--- src/rtl/spi_master_pkg.sv ---
// rtl/spi_master_pkg.sv - shared types and constants for the SPI master driver
package spi_master_pkg;

    localparam int FRAME_W = 10;
    localparam int DATA_W  = 8;

    localparam logic [1:0] CMD_WR_ADDR = 2'b00;
    localparam logic [1:0] CMD_WR_DATA = 2'b01;
    localparam logic [1:0] CMD_RD_ADDR = 2'b10;
    localparam logic [1:0] CMD_RD_DATA = 2'b11;

    typedef enum logic [2:0] {
        IDLE  = 3'd0,
        START = 3'd1,
        SHIFT = 3'd2,
        WAIT  = 3'd3,
        RECV  = 3'd4,
        END   = 3'd5
    } state_e;

endpackage

--- src/rtl/spi_master_driver.sv ---
// rtl/spi_master_driver.sv - SPI master serialising 10-bit commands and capturing read replies
module spi_master_driver
    import spi_master_pkg::*;
#(
    parameter int RD_LAT = 2,
    parameter int GAP    = 1
) (
    input  logic               clk,
    input  logic               rst,
    input  logic               req_valid,
    input  logic [FRAME_W-1:0] req_din,
    output logic               req_ready,
    output logic               MOSI,
    output logic               SS_n,
    input  logic               MISO,
    output logic               rsp_valid,
    output logic [DATA_W-1:0]  rsp_data,
    output logic               busy
);

    state_e             state_q, state_d;
    logic [FRAME_W-1:0] shift_q, shift_d;
    logic               is_rd_q, is_rd_d;
    logic [3:0]         bit_cnt_q, bit_cnt_d;
    logic [3:0]         cnt_q, cnt_d;
    logic [DATA_W-1:0]  cap_q, cap_d;

    logic               ss_n_q, ss_n_d;
    logic               mosi_q, mosi_d;
    logic               rsp_valid_q, rsp_valid_d;
    logic [DATA_W-1:0]  rsp_data_q, rsp_data_d;
    logic               busy_q, busy_d;
    logic               req_ready_q, req_ready_d;

    always_ff @(posedge clk) begin
        if (rst) begin
            state_q <= IDLE;
        end else begin
            state_q <= state_d;
        end
    end

    // bit_cnt walks the frame bits in SHIFT and the reply bits in RECV; cnt times WAIT and END
    always_comb begin
        state_d   = state_q;
        shift_d   = shift_q;
        is_rd_d   = is_rd_q;
        bit_cnt_d = bit_cnt_q;
        cnt_d     = cnt_q;
        cap_d     = cap_q;
        case (state_q)
            IDLE: begin
                if (req_valid && req_ready_q) begin
                    shift_d = req_din;
                    is_rd_d = (req_din[9:8] == CMD_RD_DATA);
                    state_d = START;
                end
            end
            START: begin
                bit_cnt_d = 4'(FRAME_W - 1);
                state_d   = SHIFT;
            end
            SHIFT: begin
                if (bit_cnt_q == 4'd0) begin
                    if (is_rd_q) begin
                        cnt_d   = 4'(RD_LAT - 1);
                        state_d = WAIT;
                    end else begin
                        cnt_d   = 4'(GAP - 1);
                        state_d = END;
                    end
                end else begin
                    bit_cnt_d = bit_cnt_q - 4'd1;
                end
            end
            WAIT: begin
                if (cnt_q == 4'd0) begin
                    bit_cnt_d = 4'(DATA_W - 1);
                    state_d   = RECV;
                end else begin
                    cnt_d = cnt_q - 4'd1;
                end
            end
            RECV: begin
                cap_d = {cap_q[DATA_W-2:0], MISO};
                if (bit_cnt_q == 4'd0) begin
                    cnt_d   = 4'(GAP - 1);
                    state_d = END;
                end else begin
                    bit_cnt_d = bit_cnt_q - 4'd1;
                end
            end
            END: begin
                if (cnt_q == 4'd0) begin
                    state_d = IDLE;
                end else begin
                    cnt_d = cnt_q - 4'd1;
                end
            end
            default: state_d = IDLE;
        endcase
    end

    // Outputs are derived from the next state so the registered pins line up with the state they describe
    always_comb begin
        ss_n_d      = !(state_d == START || state_d == SHIFT || state_d == WAIT || state_d == RECV);
        mosi_d      = 1'b0;
        if (state_d == START) begin
            mosi_d = shift_d[FRAME_W-1];
        end else if (state_d == SHIFT) begin
            mosi_d = shift_d[bit_cnt_d];
        end
        rsp_valid_d = (state_q == RECV) && (state_d == END);
        rsp_data_d  = rsp_valid_d ? cap_d : rsp_data_q;
        busy_d      = (state_d != IDLE);
        req_ready_d = (state_d == IDLE);
    end

    always_ff @(posedge clk) begin
        if (rst) begin
            shift_q     <= '0;
            is_rd_q     <= 1'b0;
            bit_cnt_q   <= '0;
            cnt_q       <= '0;
            cap_q       <= '0;
            ss_n_q      <= 1'b1;
            mosi_q      <= 1'b0;
            rsp_valid_q <= 1'b0;
            rsp_data_q  <= '0;
            busy_q      <= 1'b0;
            req_ready_q <= 1'b1;
        end else begin
            shift_q     <= shift_d;
            is_rd_q     <= is_rd_d;
            bit_cnt_q   <= bit_cnt_d;
            cnt_q       <= cnt_d;
            cap_q       <= cap_d;
            ss_n_q      <= ss_n_d;
            mosi_q      <= mosi_d;
            rsp_valid_q <= rsp_valid_d;
            rsp_data_q  <= rsp_data_d;
            busy_q      <= busy_d;
            req_ready_q <= req_ready_d;
        end
    end

    assign SS_n      = ss_n_q;
    assign MOSI      = mosi_q;
    assign rsp_valid = rsp_valid_q;
    assign rsp_data  = rsp_data_q;
    assign busy      = busy_q;
    assign req_ready = req_ready_q;

endmodule

--- config.mk ---
export PLATFORM = sky130hd
export DESIGN_NAME = spi_master_driver
export DESIGN_NICKNAME = d
export VERILOG_FILES = /design/src/rtl/spi_master_pkg.sv /design/src/rtl/spi_master_driver.sv
export SDC_FILE = /design/constraint.sdc
export NUM_CORES = 1
export LEC_CHECK = 0
export CAP_MARGIN = 20
export CORE_ASPECT_RATIO = 1.1
export CORE_MARGIN = 2
export CORE_UTILIZATION = 49
export CTS_CLUSTER_SIZE = 24
export DETAILED_ROUTE_END_ITERATION = 10
export HOLD_SLACK_MARGIN = 0.12
export PLACE_DENSITY = 0.75
export SLEW_MARGIN = 20
export SYNTH_ARGS = -nofsm -noshare
export SYNTH_HDL_FRONTEND = slang
export SYNTH_SLANG_ARGS = --single-unit
--- constraint.sdc ---
create_clock -name clk -period 2.2 [get_ports clk]
set_input_delay 0.44 -clock clk [delete_from_list [all_inputs] [get_ports clk]]
set_output_delay 0.44 -clock clk [all_outputs]
set_load 0.02 [all_outputs]
* Word-level counts from Yosys, hierarchy flattened *
Index checks and enable logic that the tools add are counted.

word-level totals
  input bits = 14
  flip-flop bits (word level) = 43
  logic and storage cells = 67
  output and inout bits = 13

cells by class
  $lt $le $gt $ge = 1
  mux-type cells = 22
  add/subtract/negate cells = 2
  reduce and logical (&&, ||, !) cells = 16
  equal/unequal tests = 14

operators by type and width
  cell                                                         count
  one-hot mux 4 bit (3 select lines)                           2
  two-way mux 10 bit                                           2
  two-way mux 4 bit                                            5
  two-way mux 3 bit                                            6
  one-hot mux 3 bit (6 select lines)                           1
  equality test 3 x 2 -> 1 bit (second input constant)         4
  equality test 3 bit (second input constant)                  4
  zero test 4 bit                                              2
  two-way mux 8 bit                                            1
  subtractor 4 x 1 -> 4 bit (second input constant)            2
  equality test 3 x 1 -> 1 bit (second input constant)         2
  zero test 3 bit                                              2
  inequality test 2 bit (second input constant)                3
  nonzero test 3 bit                                           2
  less-than comparator 4 x 5 -> 1 bit (second input constant)  1
  binary-select mux 1 bit (select 4 bit)                       1
  two-way mux 1 bit                                            4
  AND reduction 4 bit                                          1
  OR reduction 2 bit                                           2
  logical OR 1 bit                                             3
  equality test 2 bit (second input constant)                  1
  logical AND 1 bit                                            2
  AND reduction 2 bit                                          1
  zero test 1 bit                                              1

* Longest topological paths before layout *
Gate-level depths: netlist of run 1.

  depth in word-level cells = 8
  mapped depth = 10
  depth with buffers taken out = 9

* Worst setup path before layout of run 1 *
No wires, ideal clock.

  path kind = register to register
  start = register bit_cnt_q[1]
  end = register mosi_q, in the netlist MOSI
  path buffers = 1
  setup time = 0.129 ns
  data required time = 2.071 ns
  stages on the path, launching flop included = 11
  arrival = 2.207 ns
  path slack = -0.136 ns
  period minus slack after synthesis = 2.336 ns
  cell sequence = dfxtp_1 inv_1 ha_1 nor3b_4 o21a_1 o32a_1 buf_6 mux4_2 and3_1 a31oi_1 a32oi_1

on the way
  cells in the longest elaborated chain, start to end = 7
  elaborated cells between the ends (all ways) = 14
  classes of those cells = add/sub: 1; eq/ne: 2; mux: 10; reduce/logical: 1

ends and longest elaborated chain
  element                                                       RTL line                                          source
  from (decl)                                                   spi_master_driver.sv:24                           logic [3:0] bit_cnt_q, bit_cnt_d;
  from (signal assigned)                                        spi_master_driver.sv:135                          bit_cnt_q <= bit_cnt_d;
  subtractor 4 x 1 -> 4 bit or zero test 4 bit (tied branches)  n/a
  two-way mux 4 bit                                             spi_master_driver.sv:64, spi_master_driver.sv:86
  one-hot mux 4 bit (3 select lines)                            spi_master_driver.sv:51                           case (state_q)
  binary-select mux 1 bit (select 4 bit)                        spi_master_driver.sv:111                          mosi_d = shift_d[bit_cnt_d];
  two-way mux 1 bit (implied by the code)                       spi_master_driver.sv:111
  two-way mux 1 bit                                             spi_master_driver.sv:110                          end else if (state_d == SHIFT) begin
  two-way mux 1 bit *                                           spi_master_driver.sv:108                          if (state_d == START) begin
  to (signal assigned)                                          spi_master_driver.sv:139                          mosi_q <= mosi_d;
  to (decl)                                                     spi_master_driver.sv:29                           logic mosi_q, mosi_d;

Mark *: on every way between the ends. The rest lies on a longest branch, timed or not. The select of a mux whose other input is x is not followed.
A chain may end at the register's enable or synchronous reset.

* Final worst setup path of run 1 *
  start = register cnt_q[1]
  end = register mosi_q, in the netlist MOSI

on the way
  cells in the longest elaborated chain, start to end = 7
  elaborated cells between the ends (all ways) = 12
  classes of those cells = eq/ne: 2; mux: 9; reduce/logical: 1

ends and longest elaborated chain
  element                                  RTL line                                          source
  from (decl)                              spi_master_driver.sv:25                           logic [3:0] cnt_q, cnt_d;
  from (signal assigned)                   spi_master_driver.sv:136                          cnt_q <= cnt_d;
  zero test 4 bit *                        spi_master_driver.sv:77, spi_master_driver.sv:94
  two-way mux 4 bit                        spi_master_driver.sv:77                           if (cnt_q == 4'd0) begin
  one-hot mux 4 bit (3 select lines)       spi_master_driver.sv:51
  binary-select mux 1 bit (select 4 bit)   spi_master_driver.sv:111
  two-way mux 1 bit (implied by the code)  spi_master_driver.sv:111
  two-way mux 1 bit                        spi_master_driver.sv:110
  two-way mux 1 bit *                      spi_master_driver.sv:108

Marked as above.

==> impl_metrics.ini, run 1 <==
[timing]
fin_tns_setup_ns = -0.08150
period_minus_slack_ns = 2.282
period_share = 1.037
setup_ws_ns = -0.08150
worstMarginPinSlew_ns = 0.6567
finalSetupViolations = 1
fmax_ghz = 0.4383
whs_ns = 0.4533
max_slew_margin = 0.5616
hold_viol = 0
rsz0062_at_grt = yes
slew_viol_final = 0
finClkSkew_ns = 0.003781

[critical_path]
crit_family = compound AO/OA/AOI/OAI gates
path_cells = inv_2 -> ha_2 -> or3b_4 -> a31oi_4 -> o32a_1 -> buf_6 -> mux2i_2 -> mux2i_1 -> a31oi_1 -> a32oi_1
crit_arrival_ns = 2.46
crit_buf_inv = 2
worstSetupEndpointType = flip-flop
required_ns = 2.38
critPathKind = reg -> reg
cpPeakStageDelay_ns = 0.41
startpoint_type = flip-flop
crit_path_max_fanout = 5
cp_slowest_cell = or3b_4

[finish]
final_common_cell = nand2_1
area_growth_pct = 30.14
n_fill_cell = 368
finish.utilization = 0.6513
diodes = 0
nets = 328
layout-drive-gt1-share = 0.1891
layout_common_cells = 50 x nand2_1, 41 x dfxtp_1, 31 x buf_4, 30 x a21oi_1, 26 x clkdlybuf4s50_1

[floorplan]
start_util = 0.5004
die_area_um2 = 4855
die_y_um = 72.88
core_area_um2 = 4223
fp.dieW_um = 66.62
io_pins = 27
core.rowCount = 25

[global_route]
grt_pass1_wl_um = 8418
grt_max_degree = 24
grt_remaining_overflow = 0
antenna_found_initial = 0
grt.total_usage = 0.2288
grt_pass1_vias = 1841

[power_and_ir_drop]
vdd_drop_max_mv = 0.6801
total_power_mw = 3.273
p_leak_nw = 1.002
power.density_nw_per_um2 = 1190

[synth]
ys_seq_area_frac = 0.3979
netlist-cell-type-count = 45
syn_nets = 280
syn_area_um2 = 2113
synth_seq_cells = 42
yosys_warnings = 0
synth_area_per_cell_um2 = 8.035
synthArstFlopShare = 0
netlist_instances = 263
synthFlopType = dfxtp_1
synth_edf_count = 0

[clock_network]
clkLatencyLatePin_ns = 0.29
htreeDepth = 2
cts_root_buffer = clkbuf_8
cts_buffer_depth = 2
cts_num_sinks = 42
clkTransAtPathRegs_ns = 0.08
numCtsBuffers = 5
cts_tree = done

[worst_hold_path]
hold_path.class = reg -> reg

[placed_design]
io_buffers = 26
dp_slack_ns = -0.03141
gp_congestion = 0.9479
dpl.hpwl_um = 3610

[route]
route.vias.total = 2053
drt-initial-drc-count = 161
ant_nets = 0
via_per_inst = 5.609
wirelength_um = 5253
drc = 0
dr.pass1.iters = 4
avgRoutedWirePerCell_um = 14.35

[job]
drv_cap = 0

[status]
violations = negative setup slack
status = complete, but fails checks
worst min-delay path, stage by stage (launching register included):
cell and delay [ns]:
dfxtp_1 0.31, nand2_1 0.05, a21oi_1 0.05
cell families (layout without fill, tap and decap cells):
logic type | count (synthesis) | after routing | synth area share
buffers and inverters | 27 | 76 | 0.05743
AO/OA/AOI/OAI | 69 | 69 | 0.2013
XOR/XNOR | 2 | 2 | 0.008290
AND/OR/NAND/NOR | 107 | 107 | 0.2439
flip-flops | 42 | 42 | 0.3979
multiplexers | 12 | 12 | 0.06868
adder cells (fa/ha/maj) | 4 | 4 | 0.02250
cell usage after synthesis, types with 2 or more instances:
master | count | area share
mux2i_1 | 10 | 0.047
nor2_1 | 14 | 0.025
inv_1 | 10 | 0.018
a21oi_1 | 31 | 0.073
a21o_1 | 2 | 0.0071
and2_1 | 4 | 0.012
buf_6 | 2 | 0.011
a2bb2oi_1 | 2 | 0.0083
xnor2_1 | 2 | 0.0083
o21ai_0 | 13 | 0.031
nand2_1 | 50 | 0.089
dfxtp_1 | 42 | 0.40
clkbuf_1 | 11 | 0.020
nand2b_1 | 3 | 0.0089
o21a_1 | 3 | 0.011
mux4_2 | 2 | 0.021
nand3_1 | 13 | 0.031
buf_2 | 4 | 0.0095
o31ai_1 | 2 | 0.0071
ha_1 | 3 | 0.018
a22oi_1 | 2 | 0.0071
nor3_1 | 7 | 0.017
nor3b_1 | 3 | 0.011
a31oi_1 | 7 | 0.021
timing repair:
item / in CTS / in global routing
hold buffers: 0 / 0
gates cloned: 0 / 0
pin swaps: 4 / 4
setup buffers: 0 / 1
gates resized for setup: 3 / 9
setup endpoints to repair: 9 / 3
layer usage:
layer | GRT usage | share of wire | wire length [um] | up-vias
met1 | 0.2914 | 0.45 | 2382 | 969
met2 | 0.3900 | 0.49 | 2568 | 51
li1 | - | - | - | 1026
met4 | 0.07483 | 0.016 | 85 | 0
met3 | 0.04167 | 0.042 | 218 | 7
met5 | 0 | 0 | 0 | -
power by group:
group | internal [mW] | leakage, nW | total, mW | switching [mW]
Clock | 0.224 | 0.0452 | 0.493 | 0.269
Combinational | 0.860 | 0.615 | 1.79 | 0.930
Sequential | 0.880 | 0.342 | 0.989 | 0.109
Total | 1.96 | 1.00 | 3.27 | 1.31
registers in the layout (all words and copies together), names as in the netlist, 3 cells and up:
signal / count
cnt_q: 4
bit_cnt_q: 4
shift_q: 10
state_q: 3
cap_q: 7
rsp_data: 8
final timing paths:
kind / from / cells past startpoint / to / slack, ns
setup / recovery: cnt_q[1] / 10 / MOSI / -0.08
hold / removal: shift_q[0] / 2 / shift_q[0] / 0.45
setup reg to reg: cnt_q[1] / 10 / MOSI / -0.08
hold reg to reg: shift_q[0] / 2 / shift_q[0] / 0.45
cell type report:
class                   count  area, um2  area share
clock buffers               6      72.57     0.02639
clock inverters             2      13.76    0.005005
inverters                  10      37.54     0.01365
multi-input cells         194       1212      0.4409
flip-flops and latches     42      842.1      0.3062
well taps                  54      67.56     0.02457
repair buffers             58      504.2      0.1833
metrics by stage:
stage	std cells	instance area [um2]
after floorplan	263	2130
after global placement	357	2606
after detailed placement	357	2606
after CTS	365	2699
after global routing	366	2750
final	366	2750
Note: power is estimated with default switching activity, not from simulation.
==> inputs of run 2 (changes only) <==
- CORE_UTILIZATION: 49 -> 59
- PLACE_DENSITY: 0.75 -> 0.84
- clock period: 2.2 -> 2.7 ns (I/O delays scaled with it)
==> run 2 against run 1 <==
The run now ends clean; fmax shrank 11%; critical path depth shrank 1; worst setup slack gained 0.22 ns; largest cell class unchanged; sequential share of layout area grew 3.1 points; largest power group unchanged; flip-flop and latch count is the same; highest routed layer unchanged; die area shrank 16%; core utilization grew 8.5 points; non-clock buffer count shrank 23; combinational power shrank 36%; global-route usage grew 2.7 points; register-to-register slack gained 0.22 ns.
==> impl_metrics.ini, run 2 (synthesis results as in run 1) <==
[global_route]
grt_remaining_overflow = 0
grt_pass1_wl_um = 7776
grtUsageMet1 = 0.3516
globalRouteMet3Util = 0.06990
grt_max_degree = 37
antenna_found_initial = 0
grt.total_usage = 0.2560
use_met2 = 0.3843
top_usage_layer = met2
grt_pass1_vias = 1715

[power_and_ir_drop]
p_leak_nw = 0.8782
total_power_mw = 2.330
power.density_nw_per_um2 = 934.8
vdd_drop_max_mv = 0.4934

[worst_hold_path]
hold_path.class = reg -> reg

[timing]
period_share = 0.9487
finalSetupViolations = 0
whs_ns = 0.4657
fmax_ghz = 0.3904
slew_viol_final = 0
finClkSkew_ns = 0.01317
period_minus_slack_ns = 2.561
max_slew_margin = 0.5239
hold_viol = 0
rsz0062_at_grt = no
fin_tns_setup_ns = 0
worstMarginPinSlew_ns = 0.7131

[clock_network]
cts_hold_buf = 0
cts_tree = done
clkTransAtPathRegs_ns = 0.15
clkLatencyLatePin_ns = 0.37
cts_num_sinks = 42
post_cts_resized = 0
htreeDepth = 2
cts_buffer_depth = 2
numCtsBuffers = 5
cts_root_buffer = clkbuf_4
post-cts-setup-buffers = 0

[finish]
register_area_um2 = 840.8
largest_reg_flops = 10
layout_common_cells = 50 x nand2_1, 42 x dfxtp_1, 31 x a21oi_1, 26 x clkdlybuf4s50_1, 14 x nor2_1
diodes = 0
multiInputGateArea_um2 = 1164
layout-drive-gt1-share = 0.07586
nets = 306
final_common_cell = nand2_1
area_growth_pct = 17.94
finish.utilization = 0.7361
final_area_um2 = 2492
top_register = shift_q
n_fill_cell = 288

[floorplan]
start_util = 0.6242
core_area_um2 = 3386
io_pins = 27
fp.dieW_um = 61.07
die_y_um = 66.77
die_area_um2 = 4077
core.rowCount = 22

[route]
wirelength_um = 4775
ant_nets = 0
avgRoutedWirePerCell_um = 14.13
drc = 0
drt-initial-drc-count = 132
via_per_inst = 5.811
dr.pass1.iters = 4
route.vias.total = 1964

[critical_path]
crit_path_max_fanout = 6
cp_slowest_cell = or4_1
critPathKind = reg -> reg
worstSetupEndpointType = flip-flop
startpoint_type = flip-flop
crit_arrival_ns = 2.87
required_ns = 3.01
path_cells = inv_1 -> ha_1 -> nor3b_2 -> a211o_1 -> a21o_1 -> or4_1 -> nor3_1 -> a2bb2oi_1 -> a32oi_1
cpPeakStageDelay_ns = 0.54

[status]
status = completed

[placed_design]
placed_area_um2 = 2417
io_buffers = 26
gp_congestion = 0.8858
dpl.hpwl_um = 3267

[job]
drv_cap = 0
run 2: cell count changes in the layout (fill, tap and decap cells not counted), sizes merged:
cell,before,now
buf,32,9
clkbuf,6,5
clkinv,2,1
clkinvlp,0,1
inv,10,11
nor3b,4,5
run 2: worst paths after layout:
| path | from | to | slack [ns] | cells past startpoint |
|---|---|---|---|---|
| setup / recovery | bit_cnt_q[1] | MOSI | 0.14 | 9 |
| hold / removal | rsp_data[2] | rsp_data[2] | 0.47 | 2 |
| setup reg to reg | bit_cnt_q[1] | MOSI | 0.14 | 9 |
| hold reg to reg | rsp_data[2] | rsp_data[2] | 0.47 | 2 |
run 2: cell type report:
class / count / share of cell area
Multi-Input combinational cell: 195 / 0.4669
Sequential cell: 42 / 0.3373
Timing Repair Buffer: 35 / 0.1315
Tap cell: 48 / 0.02410
Clock buffer: 5 / 0.01506
Inverter: 10 / 0.01506
Clock inverter: 3 / 0.01004
run 2: routing by layer:
metal | wire length [um] | vias up
met4 | 76 | 0
li1 | - | 980
met1 | 2182 | 921
met2 | 2286 | 56
met3 | 230 | 7
met5 | 0 | -
run 2: power breakdown:
group | leakage (nW) | switching (mW) | internal, mW
Clock | 0.0318 | 0.232 | 0.106
Combinational | 0.505 | 0.627 | 0.514
Sequential | 0.341 | 0.134 | 0.716
run 2: per-stage QoR:
stage / cells / worst slack [ns]
floorplan: 263 / 0.3643
global placement: 329 / 0.2743
detailed placement: 329 / 0.2034
CTS: 337 / 0.1588
global route: 338 / 0.004998
finish: 338 / 0.1385
run 2: critical path, delay by kind of cell (launching register included):
family / cells / cell delay (ns)
buf+inv: 1 / 0.14
fa+ha+maj: 1 / 0.27
compound gates: 4 / 0.71
simple gates: 3 / 0.90
flops: 1 / 0.47
